==> src/rtl/cmp_pkg.sv <==
// Shared encodings for the team's magnitude comparators: one-hot result codes
// and the serial comparator's state encoding.
package cmp_pkg;

    localparam logic [2:0] CMP_GT   = 3'b100;
    localparam logic [2:0] CMP_EQ   = 3'b010;
    localparam logic [2:0] CMP_LT   = 3'b001;
    localparam logic [2:0] CMP_NONE = 3'b000;

    typedef enum logic [1:0] {
        IDLE    = 2'd0,
        COMPARE = 2'd1,
        DONE    = 2'd2
    } cmp_state_t;

endpackage

==> src/rtl/cmp_shift_reg.sv <==
// Load / shift-left register pair holding the two operands; the current MSBs
// are the bits under comparison.
module cmp_shift_reg #(
    parameter int WIDTH = 8
) (
    input  logic             clk,
    input  logic             rst,
    input  logic             load,
    input  logic             shift,
    input  logic [WIDTH-1:0] a_in,
    input  logic [WIDTH-1:0] b_in,
    output logic             msb_a,
    output logic             msb_b
);

    logic [WIDTH-1:0] a_reg, b_reg;
    logic [WIDTH-1:0] a_next, b_next;

    // Per-bit next value: load wins, otherwise take the neighbour below on a shift.
    generate
        for (genvar gi = 0; gi < WIDTH; gi++) begin : g_bit
            if (gi == 0) begin : g_lsb
                assign a_next[gi] = load ? a_in[gi] : (shift ? 1'b0 : a_reg[gi]);
                assign b_next[gi] = load ? b_in[gi] : (shift ? 1'b0 : b_reg[gi]);
            end else begin : g_upper
                assign a_next[gi] = load ? a_in[gi] : (shift ? a_reg[gi-1] : a_reg[gi]);
                assign b_next[gi] = load ? b_in[gi] : (shift ? b_reg[gi-1] : b_reg[gi]);
            end
        end
    endgenerate

    always_ff @(posedge clk) begin
        if (rst) begin
            a_reg <= '0;
            b_reg <= '0;
        end else begin
            a_reg <= a_next;
            b_reg <= b_next;
        end
    end

    assign msb_a = a_reg[WIDTH-1];
    assign msb_b = b_reg[WIDTH-1];

endmodule

==> src/rtl/serial_mag_comparator.sv <==
// Bit-serial MSB-first magnitude comparator (unsigned or two's complement)
// with optional early exit on the first differing bit.
module serial_mag_comparator
    import cmp_pkg::*;
#(
    parameter int WIDTH      = 8,
    parameter bit EARLY_EXIT = 1'b1
) (
    input  logic                       clk,
    input  logic                       rst,
    input  logic                       start,
    input  logic                       signed_mode,
    input  logic [WIDTH-1:0]           A,
    input  logic [WIDTH-1:0]           B,
    output logic                       ready,
    output logic                       busy,
    output logic                       done,
    output logic [2:0]                 out,
    output logic [$clog2(WIDTH+1)-1:0] bits_examined
);

    localparam int BW = $clog2(WIDTH + 1);
    localparam int IW = (WIDTH > 1) ? $clog2(WIDTH) : 1;

    cmp_state_t      state_reg, state_next;
    logic [IW-1:0]   idx_reg;
    logic            decided_reg;
    logic            dec_gt_reg;
    logic            signed_reg;
    logic [2:0]      out_reg;
    logic [BW-1:0]   bits_reg;

    logic msb_a, msb_b;
    logic load, shift;
    logic diff, is_msb, gt_now, last_bit, finish;
    logic res_decided, res_gt;

    assign load  = (state_reg == IDLE) && start;
    assign shift = (state_reg == COMPARE);

    cmp_shift_reg #(
        .WIDTH (WIDTH)
    ) u_shift (
        .clk   (clk),
        .rst   (rst),
        .load  (load),
        .shift (shift),
        .a_in  (A),
        .b_in  (B),
        .msb_a (msb_a),
        .msb_b (msb_b)
    );

    // The sign bit carries negative weight, so its polarity flips in signed mode.
    assign diff        = msb_a ^ msb_b;
    assign is_msb      = (idx_reg == IW'(WIDTH - 1));
    assign gt_now      = (signed_reg && is_msb) ? msb_b : msb_a;
    assign last_bit    = (idx_reg == '0);
    assign finish      = last_bit || (EARLY_EXIT && diff);
    assign res_decided = decided_reg || diff;
    assign res_gt      = decided_reg ? dec_gt_reg : gt_now;

    always_comb begin
        state_next = state_reg;
        case (state_reg)
            IDLE:    if (start)  state_next = COMPARE;
            COMPARE: if (finish) state_next = DONE;
            DONE:    state_next = IDLE;
            default: state_next = IDLE;
        endcase
    end

    always_ff @(posedge clk) begin
        if (rst) begin
            state_reg <= IDLE;
        end else begin
            state_reg <= state_next;
        end
    end

    always_ff @(posedge clk) begin
        if (rst) begin
            idx_reg     <= '0;
            decided_reg <= 1'b0;
            dec_gt_reg  <= 1'b0;
            signed_reg  <= 1'b0;
            out_reg     <= CMP_NONE;
            bits_reg    <= '0;
        end else begin
            case (state_reg)
                IDLE: begin
                    if (start) begin
                        signed_reg  <= signed_mode;
                        idx_reg     <= IW'(WIDTH - 1);
                        decided_reg <= 1'b0;
                        dec_gt_reg  <= 1'b0;
                        bits_reg    <= '0;
                        out_reg     <= CMP_NONE;
                    end
                end
                COMPARE: begin
                    bits_reg <= bits_reg + 1'b1;
                    idx_reg  <= idx_reg - 1'b1;
                    // Only the first difference counts; later ones are ignored.
                    if (diff && !decided_reg) begin
                        decided_reg <= 1'b1;
                        dec_gt_reg  <= gt_now;
                    end
                    if (finish) begin
                        out_reg <= res_decided ? (res_gt ? CMP_GT : CMP_LT) : CMP_EQ;
                    end
                end
                default: ;
            endcase
        end
    end

    assign ready         = (state_reg == IDLE);
    assign busy          = (state_reg == COMPARE);
    assign done          = (state_reg == DONE);
    assign out           = out_reg;
    assign bits_examined = bits_reg;

endmodule

==> config.mk <==
export PLATFORM = sky130hd
export DESIGN_NAME = serial_mag_comparator
export DESIGN_NICKNAME = d
export VERILOG_FILES = /design/src/rtl/cmp_pkg.sv /design/src/rtl/cmp_shift_reg.sv /design/src/rtl/serial_mag_comparator.sv
export SDC_FILE = /design/constraint.sdc
export NUM_CORES = 1
export LEC_CHECK = 0
export CORE_ASPECT_RATIO = 0.8
export CORE_UTILIZATION = 45
export CTS_CLUSTER_SIZE = 8
export DETAILED_ROUTE_END_ITERATION = 12
export PLACE_DENSITY_LB_ADDON = 0.15
export SYNTH_ARGS = -nofsm -noshare
export SYNTH_HDL_FRONTEND = slang
export SYNTH_SLANG_ARGS = --single-unit
==> constraint.sdc <==
create_clock -name clk -period 5.2 [get_ports clk]
set_clock_uncertainty 0.2 [all_clocks]
set_input_delay 1.04 -clock clk [delete_from_list [all_inputs] [get_ports clk]]
set_output_delay 1.04 -clock clk [all_outputs]
set_load 0.02 [all_outputs]
Word-level counts from Yosys, hierarchy flattened:

Cells that the tools add are included.

* register bits after elaboration: 31
* input bits: 20
* output and inout bits: 10

* add/sub/neg operators: 2
* eq/ne operators: 6
* mux-type cells: 50
* bitwise operators: 1
* reductions and logical operators: 15

Operator list (number)
* $mux 1: 36
* $mux 3: 5
* $pmux 3 s2: 2
* $pmux 4 s2: 1
* $ne 2x2->1 const B: 3
* $reduce_and 2->1: 3
* $reduce_and 3->1: 2
* $add 4x1->4 const B: 1
* $mux 2: 2
* $mux 4: 1
* $pmux 1 s2: 2
* $pmux 2 s2: 1
* $reduce_bool 2->1: 2
* $eq 3x3->1 const B: 1
* $logic_and 1x1->1: 3
* $logic_not 3->1: 1
* $sub 3x1->3 const B: 1
* $eq 2x1->1 const B: 1
* $eq 2x2->1 const B: 1
* $logic_not 2->1: 1
* $logic_or 1x1->1: 2
* $logic_not 1->1: 1
* $xor 1x1->1: 1

Longest topological paths before layout:

* word-level depth: 8
* gate-level depth with buffers: 6
* depth with buffers taken out: 6

Cells and area by module:

From an unflattened synthesis, not the netlist that was laid out.

* cells, all modules: 156
* area, all modules: 1495.2 um^2

By module, submodules not included
* serial_mag_comparator: instances 1, cells an instance 85, area each 752.0 um^2, seq. area each 300.3 um^2
* cmp_shift_reg: instances 1, cells an instance 71, area each 743.2 um^2, seq. area each 320.3 um^2

Worst setup path after synthesis:

OpenSTA, ideal clock, no wires.

* path kind: reg-to-output
* from: register state_reg[1]
* to: output done
* data arrival time: 0.958 ns
* required time: 3.960 ns
* slack: 3.002 ns
* cell stages (with the launch flop): 4
* buffers on the path: 1
* cell sequence: dfxtp_1 inv_1 clkbuf_1 nor2_1

* word-level cells in the longest chain between the ends: 1

Ends and longest elaborated chain
* start, declared: line serial_mag_comparator.sv:25 `cmp_state_t state_reg, state_next;`
* start signal, assigned: line serial_mag_comparator.sv:77 `state_reg <= state_next;`
* $eq 2x2->1: line serial_mag_comparator.sv:120 `assign done = (state_reg == DONE);`
* end, declared: line serial_mag_comparator.sv:17 `output logic done,`

Every way passes these cells.

Final worst setup path:

* from: register state_reg[1]
* to: output busy

* word-level cells in the longest chain between the ends: 1

Ends and longest elaborated chain
* $eq 2x1->1: line serial_mag_comparator.sv:119 `assign busy = (state_reg == COMPARE);`
* end, declared: line serial_mag_comparator.sv:16 `output logic busy,`

Every way passes these cells.

==> results.md <==
- Die width: 62.6 um
- PwrDens: 319 mW/mm^2
- Starting Density: 47.8%
- CP max stage cell: clkdlybuf4s50_1
- Clock-pin slew on the worst setup and hold paths: 0.10 ns
- Drt pass-1 iters: 4
- Vias/cell: 5.44
- FF+latch count, synth: 31
- Row count: 17
- Max Cap Violations: 0
- VDD IR max: 0.143 mV
- Global-route wire length before repair: 4.77 mm
- Largest net degree at the start of global routing: 32
- Fillers: 247
- Ys async rst share: 0%
- Post-Route WL: 2.92 mm
- Layout cell share with drive strength beyond 1: 7.95%
- Met2 routed WL: 1.26 mm
- Clock latency on the worst-skew pair: 0.35 ns
- Endpoints failing hold: 0
- Normalized max-slew margin: 24.0%
- Top cell type's share of synthesized area: 47.0%
- CP startpoint: state_reg[1]
- Critical Path AT: 1.82 ns
- Worst Tran Pin Value: 1.14 ns
- Crit path capture type: output pin
- Max-slew violations: 0
- N_diodes: 0
- Drt wl/cell: 13.6 um
- Tmin final: 3.06 ns
- Status: finished clean
- Initial antenna violation count: 0
- Port buffer count: 29
- Number of remaining DRC errors: 0
- Synth top cells by count: dfxtp_1, nor2_1, a211oi_1
- Total number of vias: 1165
- Final Setup Violations: 0
- Tcrit/Tclk final: 58.8%
- Yosys warns: 0
- Syn avg cell area: 8.93 um^2
- DRT antenna net count: 0
- GP Congestion: 0.776
- Register area share after synthesis: 47.0%
- Syn Nets: 172
- CTS resizes: 0
- Total global-route track usage: 20.1%
- CTS sink cnt: 31
- Max incr delay on CP: 0.60 ns
- Area grow syn2layout: 26.5%
- Met3 WL: 178 um
- H-tree depth: 2
- Mapped Cells: 148
- CTS tree: built
- Crit path cell chain: nand2b_2 -> clkinv_1 -> clkdlybuf4s50_1
- CTS root buf: clkbuf_4
- Final nets: 199
- Kind of start point of the critical path: flop
- Main area contributors after synthesis: dfxtp_1, a211oi_1, o22ai_1, nor2_1, ha_1
- Area of the die: 0.00316 mm^2
- Highest routed layer: met4
- Total CTS buffers: 5
- Clock Path Buffers: 2
- Count leader, synth: dfxtp_1
- DIE HEIGHT: 50.5 um
- WHS: 0.275 ns
- Maximum clock frequency: 0.327 GHz
- Met1 WL: 1.45 mm
- I/O pins: 30
- Cell Area, Synth: 0.00132 mm^2
- Critical Path Fanout Max: 8
- Min-delay src: signed_reg
- HPWL after detailed placement: 1.93 mm
- Setup_tns: 0 ns
- Worst min path class: flop to flop
- Total grt overflow: 0
- Static leakage: 0.615 nW
- RSZ-0062 raised after global routing: false
- Post-synth EDFFs: 0
- First DRT Iteration DRCs: 83
- Core area: 0.00277 mm^2
- Synth Flop Type: dfxtp_1
- Synth area leader: dfxtp_1
- Number of global-route vias before repair: 1055
- Post-CTS Setup Bufs: 0
- CP required: 3.96 ns
- Yosys cell types: 36
- RR Startpoint: state_reg[0]
- WS Path Type: flop to output pin
- Post-CTS Hold Fix Bufs: 0
==> layer usage <==
metal	GRT usage, %	vias up
met5	0	-
met4	6.98	0
met3	8.41	4
met2	30.4	35
met1	25.6	538
li1	-	588
==> cell usage in the layout, fill, tap and decap left out, drive strengths merged, types with 2 or more instances in the layout <==
master / count
a22o: 2
dfxtp: 31
nand3: 3
or3: 2
ha: 4
a21oi: 8
inv: 5
a22oi: 3
a211oi: 15
clkdlybuf4s50: 29
nor2: 23
o22ai: 14
clkinv: 2
clkbuf: 7
nand2: 8
or2: 2
mux2i: 2
==> worst paths after layout <==
| path | to | slack [ns] | depth (start not counted) |
|---|---|---|---|
| hold reg to reg | signed_reg | 0.27 | 2 |
| hold / removal | signed_reg | 0.27 | 2 |
| setup reg to reg | u_shift.b_reg[2] | 3.27 | 4 |
| setup / recovery | busy | 2.14 | 3 |
==> critical path, delay by kind of cell (launching register included) <==
family                 cells  cell delay [ns]
buffers and inverters      2             0.83
DFF                        1             0.41
and+or+nand+nor            1             0.23
==> cell families after synthesis <==
family / after synthesis / share of synthesized area (%)
compound gates: 48 / 25.2
simple gates: 46 / 16.5
flops: 31 / 47.0
buf+inv: 15 / 4.54
fa+ha+maj: 4 / 3.79
mux: 3 / 2.37
xor+xnor: 1 / 0.663
==> layout make-up <==
type | count | area [um^2] | area share [%]
clock buffer | 7 | 45.0 | 2.69
clock inverter | 1 | 5.00 | 0.299
inverter | 6 | 22.5 | 1.35
multi-input combinational | 102 | 641 | 38.3
sequential | 31 | 621 | 37.1
tap | 38 | 47.5 | 2.84
timing repair buffer | 29 | 290 | 17.4
==> per-stage QoR <==
step	setup slack, ns	util [%]	total power [mW]	cells	instance area [um^2]
finish	2.14	60.5	0.534	214	1670
global route	2.04	60.5	0.562	214	1670
CTS	2.15	60.5	0.535	214	1670
detailed placement	2.19	58.6	0.402	206	1620
global placement	2.22	58.6	0.397	206	1620
floorplan	3.00	-	0.360	148	1320
==> power breakdown <==
part | switching, mW | total (mW) | internal (mW) | leakage, nW
clock network | 0.0842 | 0.137 | 0.0526 | 0.0293
logic | 0.0640 | 0.119 | 0.0550 | 0.331
registers | 0.0167 | 0.278 | 0.261 | 0.256
Note: power is estimated with default switching activity, not from simulation.
==> patch 1: new RTL, same settings <==
`WIDTH` is set to 8 in 2 places; all go to 16.
--- a/src/rtl/cmp_shift_reg.sv
+++ b/src/rtl/cmp_shift_reg.sv
@@ -1,7 +1,7 @@
 // Load / shift-left register pair holding the two operands; the current MSBs
 // are the bits under comparison.
 module cmp_shift_reg #(
-    parameter int WIDTH = 8
+    parameter int WIDTH = 16
 ) (
     input  logic             clk,
     input  logic             rst,
--- a/src/rtl/serial_mag_comparator.sv
+++ b/src/rtl/serial_mag_comparator.sv
@@ -3,7 +3,7 @@
 module serial_mag_comparator
     import cmp_pkg::*;
 #(
-    parameter int WIDTH      = 8,
+    parameter int WIDTH      = 16,
     parameter bit EARLY_EXIT = 1'b1
 ) (
     input  logic                       clk,
Ports: changed (resized A, B and bits_examined); port bits go from 30 to 47. The function was not compared with the original's and may differ.
==> patch 1 against the original RTL <==
  * Die area is 52% higher
  * Worst setup slack worse by 0.50 ns
  * Total power is 55% higher
  * Final cell count is 52% higher
  * Synthesized area is 54% higher
  * Final area is 55% higher
  * Wire length is 46% higher
  * Sequential cell count is 18 higher
  * Largest power group unchanged
==> patch 1: results (changes against the original RTL) <==
[setup_path]
crit_arrival_ns=2.32  ; +0.50 ns
rr_startpoint=state_reg[1]$_SDFFE_PP0P_
crit_start=state_reg[0]$_SDFFE_PP0P_
reg2regPathDepth=5  ; +1
reg2reg_slack_ns=2.88  ; -0.39 ns
worstPathMaxFanout=42  ; +34
worst_r2r_endpoint=u_shift.b_reg[15]$_SDFFE_PP0P_

[drt]
avgRoutedWirePerCell_um=13.1  ; -4.0%
vias=1736  ; +49%
drtIter0Drc=112  ; +35%

[placed_design]
place_congestion=0.725  ; -6.5%
post-dp-hpwl_um=2660  ; +38%
numPortBuffers=46  ; +59%
place_ws_ns=1.96  ; -0.231 ns

[clocking]
insertion_delay_ns=0.30  ; -0.05 ns
postCtsSetupRepairBufs=0  ; unchanged
cts.clk_slew.worst_paths_ns=0.09
cts-root-buf=clkbuf_8

[finish]
layout-drive-gt1-share_pct=7.43  ; -0.52 points
nNetsFinal=307  ; +54%

[min_path]
hold_class=flop to flop
worstHoldEndpoint=u_shift.b_reg[11]$_SDFFE_PP0P_
worstHoldStart=u_shift.b_reg[11]$_SDFFE_PP0P_

[synth]
ys.flop_type=dfxtp_1
yosysUniqueCellTypes=34  ; -5.6%
yosysSeqAreaShare_pct=48.2  ; +1.2 points
synth_area_leaders=dfxtp_1 48%, a22oi_1 11%, a21oi_1 10%
syn_nets=268  ; +56%
synthTopCellsByCount=49 x dfxtp_1, 42 x a21oi_1, 41 x nand2_1, 30 x a22oi_1, 9 x nor2_1

[sta]
maxSlewHeadroom_pct=51.0  ; +27 points
whs_ns=0.258  ; -0.0163 ns
max_freq_mhz=281  ; -14%

[status]
status=finished, final reports clean

[power_and_ir_drop]
p_leak_nw=0.922  ; +50%
p_sw_w=0.000231  ; +40%
irDropWorstVdd_v=0.000160  ; +12%

[grt]
antenna_found_initial=0  ; unchanged
track_usage_pct=19.0  ; -1.1 points
grt_pass1_wl_um=7400  ; +55%
grt_max_degree=48  ; +50%
grt_pass1_vias=1649  ; +56%

[patch 1: cell families after synthesis]
group / after synthesis / share of synthesized area [%]
compound gates: 79 / 24.6
xor+xnor: 4 / 1.72
fa+ha+maj: 3 / 1.84
buf+inv: 20 / 5.59
flops: 49 / 48.2
mux: 3 / 1.60
simple gates: 71 / 16.5
[patch 1: layer usage]
metal  part of all wire [%]  global-route usage (%)
met5                      0                       0
met4                    1.1                    7.08
met3                    4.1                    5.00
met2                     45                    29.6
met1                     50                    25.2
[patch 1: area by class of cell]
cell class / instances / area [µm²]
clock buffers: 7 / 96.3
clock inverters: 1 / 5.00
fillers: 403 / 1670
inverters: 4 / 15.0
multi-input cells: 160 / 942
flip-flops and latches: 49 / 981
well taps: 57 / 71.3
repair buffers: 48 / 475
[patch 1: power groups by stage]
stage          logic (W)  clock network, W  registers (W)
2_1_floorplan   0.000112                 0       0.000434
3_3_place_gp    0.000158                 0       0.000436
3_5_place_dp    0.000160                 0       0.000436
4_1_cts         0.000161          0.000249       0.000428
5_1_grt         0.000178          0.000267       0.000433
6_report        0.000159          0.000241       0.000428
[patch 1: critical path, stage by stage (launching register included)]
cell and delay, ns:
dfxtp_1 0.47, nand2b_1 0.21, inv_2 0.59, clkdlybuf4s50_1 0.74
[patch 1: metrics by stage]
stage | cells | cell area (µm²)
2_1_floorplan | 229 | 2040
5_1_grt | 326 | 2590
3_5_place_dp | 318 | 2480
3_3_place_gp | 318 | 2480
4_1_cts | 326 | 2590
6_report | 326 | 2590
==> patch 2: new RTL, same flow settings <==
Without the edit above. The 3 states of `cmp_state_t` get a one-hot encoding in 3 bits.
--- a/src/rtl/cmp_pkg.sv
+++ b/src/rtl/cmp_pkg.sv
@@ -7,10 +7,10 @@
     localparam logic [2:0] CMP_LT   = 3'b001;
     localparam logic [2:0] CMP_NONE = 3'b000;
 
-    typedef enum logic [1:0] {
-        IDLE    = 2'd0,
-        COMPARE = 2'd1,
-        DONE    = 2'd2
+    typedef enum logic [2:0] {
+        IDLE    = 3'b001,
+        COMPARE = 3'b010,
+        DONE    = 3'b100
     } cmp_state_t;
 
 endpackage
Formal check against the unedited RTL: no difference found for any inputs over 10 cycles, from zero or initial values and one cycle with rst high; not proved beyond that.
==> patch 2 against the original RTL <==
  * Final area grew 5.7%
  * Worst setup slack worse by 0.62 ns
  * Sequential cell count increased by 1
  * Critical path depth stayed put
  * Wire length grew 0.96%
  * Total power is 1.2% higher
  * Synthesized area up 4.6%
  * Combinational power fell by 35%
  * Highest routed layer unchanged
==> patch 2: results (changes against the original RTL) <==
[status]
status=finished, final reports clean

[clocking]
insertion_delay_ns=0.28  ; -0.07 ns
cts.clk_slew.worst_paths_ns=0.06  ; -0.04 ns
cts-root-buf=clkbuf_8
cts.sinks=32  ; +3.2%
clock_path_buffers=2  ; unchanged

[grt]
grt_pass1_wl_um=5020  ; +5.1%
grt_pass1_vias=1162  ; +10%
track_usage_pct=20.8  ; +0.73 points
grt_max_degree=34  ; +6.3%

[drt]
avgRoutedWirePerCell_um=13.0  ; -4.8%
vias_per_cell=5.38  ; -1.2%
drtIter0Drc=66  ; -20%
first_pass_iters=4  ; unchanged

[setup_path]
reg2reg_slack_ns=2.82  ; -0.45 ns
worstPathMaxFanout=23  ; +15
crit_arrival_ns=2.44  ; +0.62 ns
rr_startpoint=state_reg[1]$_SDFFE_PP0P_
worst_r2r_endpoint=idx_reg[1]$_SDFFE_PP0P_
reg2regPathDepth=4  ; unchanged
cp_slowest_cell=clkdlybuf4s50_1
cpPeakStageDelay_ns=0.73  ; +0.13 ns

[sta]
maxSlewHeadroom_pct=24.2  ; +0.19 points
whs_ns=0.260  ; -0.0150 ns

[synth]
netlist_area_mm2=0.00138  ; +4.6%
syn_nets=186  ; +8.1%
yosysSeqAreaShare_pct=46.3  ; -0.63 points
ys.flop_type=dfxtp_1
synthTopCellsByCount=32 x dfxtp_1, 32 x nand2_1, 26 x nor2_1, 14 x a311oi_1, 8 x a21oi_1
synth_area_leaders=dfxtp_1 46%, a311oi_1 8.9%, nand2_1 8.7%
yosysUniqueCellTypes=28  ; -22%

[finish]
layout-drive-gt1-share_pct=5.29  ; -2.7 points
nFillCells=239  ; -3.2%
nNetsFinal=212  ; +6.5%

[placed_design]
place_congestion=0.686  ; -12%
post-dp-hpwl_um=2010  ; +4.3%

[power_and_ir_drop]
p_leak_nw=0.647  ; +5.1%
irDropWorstVdd_v=0.000167  ; +17%

patch 2: changes by cell type after synthesis, sizes merged, moves of 3 or more:
cell,delta
a211oi,-14
a311oi,+13
nand2,+24
nor2,+3
o22ai,-14
patch 2: area by class of cell:
| cell class | count | area (µm²) | share of cell area, % |
|---|---|---|---|
| clock buffer | 8 | 90.1 | 5.10 |
| sequential | 32 | 641 | 36.3 |
| timing repair buffer | 30 | 298 | 16.9 |
| multi-input combinational | 114 | 672 | 38.0 |
| tap | 38 | 47.5 | 2.69 |
| inverter | 5 | 18.8 | 1.06 |
patch 2: layer usage:
metal	GRT usage, %	up-vias	wire, µm
met4	10.2	0	35
met3	8.11	6	113
met2	34.4	24	1440
met1	23.7	569	1350
li1	-	622	-
met5	0	-	0
patch 2: how the worst min path moves through the flow:
stage                                       start  cells after the start                       endpoint
floorplan           u_shift.a_reg[6]$_SDFFE_PP0P_                      2  u_shift.a_reg[6]$_SDFFE_PP0P_
global placement          signed_reg$_SDFFE_PP0P_                      2        signed_reg$_SDFFE_PP0P_
detailed placement  u_shift.a_reg[6]$_SDFFE_PP0P_                      2  u_shift.a_reg[6]$_SDFFE_PP0P_
CTS                 u_shift.a_reg[6]$_SDFFE_PP0P_                      2  u_shift.a_reg[6]$_SDFFE_PP0P_
global route        u_shift.a_reg[6]$_SDFFE_PP0P_                      2  u_shift.a_reg[6]$_SDFFE_PP0P_
finish              u_shift.a_reg[6]$_SDFFE_PP0P_                      2  u_shift.a_reg[6]$_SDFFE_PP0P_
patch 2: logic make-up after synthesis:
family	count (synthesis)	share of synthesized area, %
compound gates	33	18.2
xor+xnor	2	1.27
fa+ha+maj	4	3.62
buf+inv	16	5.07
flops	32	46.3
mux	3	2.26
simple gates	72	23.3
patch 2: through the flow:
stage                     instance area, µm²  setup slack, ns  total power (W)  instances  util (%)
after floorplan                         1380             2.88         0.000324        162         -
after global placement                  1680             1.86         0.000352        219      59.3
after detailed placement                1680             1.82         0.000355        219      59.3
after CTS                               1770             1.51         0.000545        227      62.5
after global routing                    1770             1.41         0.000570        227      62.5
final                                   1770             1.52         0.000540        227      62.5
patch 2: worst max-delay path, delay by kind of cell, from the launching register on:
kind | cells | cell delay [ns]
buffers and inverters | 2 | 1.27
AND/OR/NAND/NOR | 1 | 0.52
flip-flops | 1 | 0.37
patch 2: where the power goes:
part | switching (W) | internal, W | total, W
registers | 0.0000106 | 0.000262 | 0.000272
clock network | 0.0000826 | 0.000108 | 0.000190
logic | 0.0000414 | 0.0000358 | 0.0000772
